## src/rtl/pe_operand_feeder.sv

```systemverilog
// Operand sequencer for the float16 convolution processing element.
// Accepts one window of N pixel/weight pairs, streams them to the PE one
// pair per cycle with conv_en high, waits (bounded) for the PE result and
// offers that result downstream through a valid/ready handshake.
module pe_operand_feeder #(
  parameter int DATA_WIDTH    = 16,
  parameter int WEIGHT_LENGTH = 3,
  parameter int WEIGHT_WIDTH  = 3,
  parameter int TIMEOUT       = 64
) (
  input  logic                                              clk,
  input  logic                                              reset,
  input  logic                                              win_valid,
  output logic                                              win_ready,
  input  logic [WEIGHT_LENGTH*WEIGHT_WIDTH*DATA_WIDTH-1:0]  win_data,
  input  logic [WEIGHT_LENGTH*WEIGHT_WIDTH*DATA_WIDTH-1:0]  weight_data,
  output logic [DATA_WIDTH-1:0]                             floatA,
  output logic [DATA_WIDTH-1:0]                             floatB,
  output logic                                              conv_en,
  input  logic [DATA_WIDTH-1:0]                             pe_result,
  input  logic                                              pe_out_valid,
  output logic [DATA_WIDTH-1:0]                             res_data,
  output logic                                              res_valid,
  input  logic                                              res_ready,
  output logic                                              timeout_err
);

  localparam int N      = WEIGHT_LENGTH * WEIGHT_WIDTH;
  localparam int IDX_W  = $clog2(N + 1);
  localparam int WAIT_W = $clog2(TIMEOUT + 1);

  localparam logic [IDX_W-1:0]  IDX_LAST = IDX_W'(N);
  localparam logic [WAIT_W-1:0] WAIT_MAX = WAIT_W'(TIMEOUT);

  typedef enum logic [1:0] {
    S_IDLE,
    S_STREAM,
    S_WAIT,
    S_HOLD
  } state_t;

  state_t              state, state_d;
  logic [IDX_W-1:0]    idx, idx_d;
  logic [WAIT_W-1:0]   wait_cnt, wait_cnt_d, wait_inc;
  logic                win_ready_d, conv_en_d, res_valid_d, timeout_err_d;
  logic [DATA_WIDTH-1:0] float_a_d, float_b_d, res_data_d;

  // Latched window operands; element 0 is presented straight from the inputs.
  logic [DATA_WIDTH-1:0] pix_q [N];
  logic [DATA_WIDTH-1:0] wgt_q [N];

  logic accept;
  assign accept = (state == S_IDLE) && win_valid;

  // Saturating increment of the PE response wait counter.
  assign wait_inc = (wait_cnt == WAIT_MAX) ? wait_cnt : wait_cnt + 1'b1;

  // Capture the whole window on acceptance; held untouched until the next one.
  // NOTE: operand storage has no reset -- it is only ever read after a load,
  // and leaving it out of reset keeps it plain flops without a reset tree.
  always_ff @(posedge clk) begin
    if (accept) begin
      for (int i = 0; i < N; i++) begin
        pix_q[i] <= win_data[i*DATA_WIDTH +: DATA_WIDTH];
        wgt_q[i] <= weight_data[i*DATA_WIDTH +: DATA_WIDTH];
      end
    end
  end

  // Next-state and next-output decode for the IDLE/STREAM/WAIT/HOLD sequence.
  // NOTE: every target is given its hold value first so no path through the
  // case statement leaves a signal unassigned, which would infer a latch.
  always_comb begin
    state_d       = state;
    idx_d         = idx;
    wait_cnt_d    = wait_cnt;
    win_ready_d   = win_ready;
    conv_en_d     = conv_en;
    float_a_d     = floatA;
    float_b_d     = floatB;
    res_valid_d   = res_valid;
    res_data_d    = res_data;
    timeout_err_d = timeout_err;

    unique case (state)
      S_IDLE: begin
        win_ready_d = 1'b1;
        if (win_valid) begin
          win_ready_d = 1'b0;
          conv_en_d   = 1'b1;
          float_a_d   = win_data[DATA_WIDTH-1:0];
          float_b_d   = weight_data[DATA_WIDTH-1:0];
          idx_d       = IDX_W'(1);
          state_d     = S_STREAM;
        end
      end

      S_STREAM: begin
        if (idx == IDX_LAST) begin
          // Last pair has had its cycle; idle the PE operand bus.
          conv_en_d  = 1'b0;
          float_a_d  = '0;
          float_b_d  = '0;
          wait_cnt_d = '0;
          state_d    = S_WAIT;
        end else begin
          float_a_d = pix_q[idx];
          float_b_d = wgt_q[idx];
          idx_d     = idx + 1'b1;
        end
      end

      S_WAIT: begin
        wait_cnt_d = wait_inc;
        if (pe_out_valid) begin
          res_data_d  = pe_result;
          res_valid_d = 1'b1;
          state_d     = S_HOLD;
        end else if (wait_inc == WAIT_MAX) begin
          // PE never answered: flag it, drop the window, accept the next one.
          timeout_err_d = 1'b1;
          win_ready_d   = 1'b1;
          state_d       = S_IDLE;
        end
      end

      S_HOLD: begin
        if (res_ready) begin
          res_valid_d = 1'b0;
          win_ready_d = 1'b1;
          state_d     = S_IDLE;
        end
      end

      default: state_d = S_IDLE;
    endcase
  end

  // State, counters and all registered outputs; reset drops conv_en at once.
  // NOTE: sequential state uses non-blocking assignments so every flop samples
  // pre-edge values regardless of process evaluation order.
  always_ff @(posedge clk or negedge reset) begin
    if (!reset) begin
      state       <= S_IDLE;
      idx         <= '0;
      wait_cnt    <= '0;
      win_ready   <= 1'b1;
      conv_en     <= 1'b0;
      floatA      <= '0;
      floatB      <= '0;
      res_valid   <= 1'b0;
      res_data    <= '0;
      timeout_err <= 1'b0;
    end else begin
      state       <= state_d;
      idx         <= idx_d;
      wait_cnt    <= wait_cnt_d;
      win_ready   <= win_ready_d;
      conv_en     <= conv_en_d;
      floatA      <= float_a_d;
      floatB      <= float_b_d;
      res_valid   <= res_valid_d;
      res_data    <= res_data_d;
      timeout_err <= timeout_err_d;
    end
  end

endmodule

```

## config.mk

```make
export PLATFORM = sky130hd
export DESIGN_NAME = pe_operand_feeder
export DESIGN_NICKNAME = d
export VERILOG_FILES = /design/src/rtl/pe_operand_feeder.sv
export SDC_FILE = /design/constraint.sdc
export NUM_CORES = 1
export LEC_CHECK = 0
export BUFFER_PORTS_ARGS = -buffer_cell sky130_fd_sc_hd__buf_2
export CORE_MARGIN = 3
export CORE_UTILIZATION = 45
export CTS_BUF_LIST = sky130_fd_sc_hd__clkbuf_8
export CTS_CLUSTER_SIZE = 30
export DETAILED_ROUTE_END_ITERATION = 8
export PLACE_DENSITY = 0.7
export SETUP_SLACK_MARGIN = 0.05
export SYNTH_ARGS = -nofsm -noshare
export SYNTH_HDL_FRONTEND = slang
export SYNTH_SLANG_ARGS = --single-unit
```

## constraint.sdc

```tcl
create_clock -name clk -period 21.8 [get_ports clk]
set_input_delay 2.18 -clock clk [delete_from_list [all_inputs] [get_ports clk]]
set_output_delay 2.18 -clock clk [all_outputs]
set_load 0.01 [all_outputs]
```

==> summary.md <==
| Metric | Value |
|---|---|
| Hold-fix buffers, CTS | 0 |
| Synthesis-to-finish area growth | 23.46% |
| Achievable Freq | between 0.2 and 0.25 GHz |
| Initial core utilization | 0.4650 |
| Critical Path AT | around 4.2 ns |
| Post-synth cell types | 45 |
| Design Area, Final | 17290 sq um |
| Critical-path top delay cell | buf_4 |
| Fin. Hold Viols | 0 |
| IO Count | roughly 360 |
| Clk buf depth | 3 |
| Via count | 8403 |
| Hold depth | 1 |
| CTS tree | built |
| Number of synthesized flops with an enable pin | 288 |
| Die area | approximately 33000 sq um |
| MaxCap Viol Count | 0 |
| Post-synthesis sequential area ratio | 0.7340 |
| 1st-pass router iterations | 5 |
| Final GP Congestion | about 0.8 |
| Met2 Wirelength | 16.31 mm |
| Final Cycle Share | 0.1853 |
| Initial antenna violation count | 13 |
| Worst Hold End | timeout_err$_DFFE_PN0P_ |
| Cell count after synthesis | ~800 |
| Hold WC Path Type | reg2reg |
| Vias in the first global route | slightly below 9000 |
| Share of cells above drive strength 1 | 0.4482 |
| CTS sink cnt | between 300 and 400 |
| Pwr Total | between 2 and 2.5 mW |
| Peak VDD IR | about 0.00011 V |
| H-tree depth | 2 |
| Root Buffer | clkbuf_8 |
| R2R Setup Slk | 18.60 ns |
| Post-synth top area share | 0.6177 |
| Post-synth net total | ~1100 |
| Drt wl/cell | 20.09 um |
| Worst Setup End Kind | flop |
| FF-to-FF Start | state[0]$_DFFE_PN0P_ |
| DR WL met3 | about 2.5 mm |
| Worst Path Required | 21.99 ns |
| 1st-iter DRT viols | just over 400 |
| Pin slew with the least headroom to its limit | 1.080 ns |
| CP bufs+invs | 3 |
| Status | finished clean |
| Setup CP Type | in2reg |
| R2R cell count | 5 |
| Top sig layer | met5 |
| Yosys warns | 0 |
| Pin count of the biggest net entering global routing | 125 |
| # resized after CTS | 0 |
| Worst-Skew Late Latency | around 0.59 ns |
| DR vias/cell | around 5.1 |
| Top-count cell post-synth | edfxtp_1 |
| Slowest cell delay on critical path | 0.94 ns |
| Flops & latches, synth | roughly 350 |
| Clock skew | roughly 0.012 ns |
| Crit path time final | 4.039 ns |
| Final ANT Viol Nets | 0 |
| Top FF cell, synth | edfxtp_1 |
| Met1 Wirelength | about 13 mm |
| First-pass GRT wire length | 49.79 mm |
| DRC | 0 |
| HPWL Detailed | about 22 mm |
| Core Rows | 63 |
| PwrDens | about 130 nW/um^2 |
| Most frequent cells after synthesis | edfxtp_1, dfrtp_1, mux4_2 |
| GRT Util Overall | 0.1940 |
| Post-CTS setup buffers | 0 |
| Final setup fails | 0 |
| Largest cells by area after synthesis | edfxtp_1, dfrtp_1, mux4_2 |
| TNS Setup | 0 ns |
| Nets@finish | 1508 |
| Startpoint types | input pin |
| Register clock-pin slew on the reported worst setup and hold paths | 0.06 ns |
| Critical-path cell list | buf_2 -> nand2_1 -> inv_8 -> buf_4 |
| RSZ-0062 raised after global routing | no |
| Core Area | 30110 sq um |
| Max_slew headroom | 0.2802 |
| Max-slew violation count | 0 |
| Hold Slack | roughly 0.47 ns |
| Chip Width | between 150 and 200 um |
| CTS Buf Count | 58 |
| Syn avg cell area | around 17 sq um |
| Die height | 182.4 um |
| Async SR Flop Fraction | 0.1841 |
| Netlist Area Pre-Place | roughly 14000 sq um |
| Port Buffers | 360 |
| Final wirelength | approximately 33 mm |
| Hold wc startpoint | timeout_err$_DFFE_PN0P_ |
| CP max FO | ~120 |
| Crit path max-delay family | buffers and inverters |
| Leakage power | 6.864 nW |
| Grt ovf | 0 |
| Placed Area | 16200 sq um |
| Reg2reg end | pix_q[1][2]$_DFFE_PP_ |
| Area leader, netlist | edfxtp_1 |
==> flip-flops by register name, indices dropped and copies added, names as in the netlist <==
signal	cells
conv_en	1
floatA	16
floatB	16
idx	4
pix_q	144
res_data	16
res_valid	1
state	2
timeout_err	1
wait_cnt	7
wgt_q	144
win_ready	1
==> kinds of logic after synthesis <==
family | share of synthesized area
flip-flops | 0.7340
AO/OA/AOI/OAI | 0.05818
AND/OR/NAND/NOR | 0.03494
multiplexers | 0.1374
buffers and inverters | 0.02306
adder cells (fa/ha/maj) | 0.008043
XOR/XNOR | 0.004379
==> worst register-to-register path, delay by kind of cell (launching register included) <==
family / cells / cell delay (ns)
buffers and inverters: 3 / 1.83
AND/OR/NAND/NOR: 1 / 0.22
flip-flops: 1 / 0.44
adder cells (fa/ha/maj): 1 / 0.26
==> per-layer routing <==
| metal | vias to the layer above | global-route usage |
|---|---|---|
| met4 | 12 | 0.06368 |
| met2 | 336 | 0.3223 |
| met1 | 4073 | 0.2506 |
| met3 | 69 | 0.05182 |
| li1 | 3913 | - |
| met5 | - | 0 |
==> final cells by class <==
class | instances | area [sq um]
Timing Repair Buffer | 368 | 1864
Antenna cell | 7 | 17.52
Inverter | 36 | 142.6
Fill cell | 2371 | 12830
Multi-Input combinational cell | 373 | 3416
Sequential cell | 353 | 10290
Tap cell | 390 | 488.0
Clock buffer | 59 | 812.0
Clock inverter | 47 | 259.0
==> how the worst max path moves through the flow <==
stage / startpoint / endpoint / cells past startpoint
2_1_floorplan: win_valid / floatA[15]$_DFFE_PN0P_ / 4
3_3_place_gp: win_valid / pix_q[1][11]$_DFFE_PP_ / 4
3_5_place_dp: win_valid / pix_q[7][12]$_DFFE_PP_ / 4
4_1_cts: win_valid / pix_q[1][2]$_DFFE_PP_ / 4
5_1_grt: win_valid / wgt_q[0][13]$_DFFE_PP_ / 4
6_report: win_valid / pix_q[1][2]$_DFFE_PP_ / 4
==> stage by stage <==
stage,utilization,worst slack [ns],std cells
floorplan,-,13.12,803
global placement,0.5379,17.20,1520
CTS,0.5735,17.82,1626
global route,0.5740,17.62,1632
detailed placement,0.5379,17.17,1520
finish,0.5740,17.76,1633
==> placed cells by master (no fill, tap or decap), drive strengths merged, types with 7 or more instances in the layout <==
cell type	netlist	layout
a21oi	45	45
nand2	52	52
a31oi	27	27
nor2	42	42
mux2	42	42
buf	16	368
edfxtp	288	288
dfrtp	64	64
ha	9	9
mux4	64	64
o21ai	39	39
diode	0	7
clkbuf	25	59
clkinv	2	24
inv	34	57
==> power breakdown <==
| group | switching (mW) | leakage [nW] | internal (mW) | total, mW |
|---|---|---|---|---|
| logic | 0.365 | 2.77 | 0.279 | 0.643 |
| clock network | 0.253 | 0.630 | 0.275 | 0.528 |
| registers | 0.0728 | 3.46 | 0.930 | 1.00 |
Power figures use the tool's default switching activity.
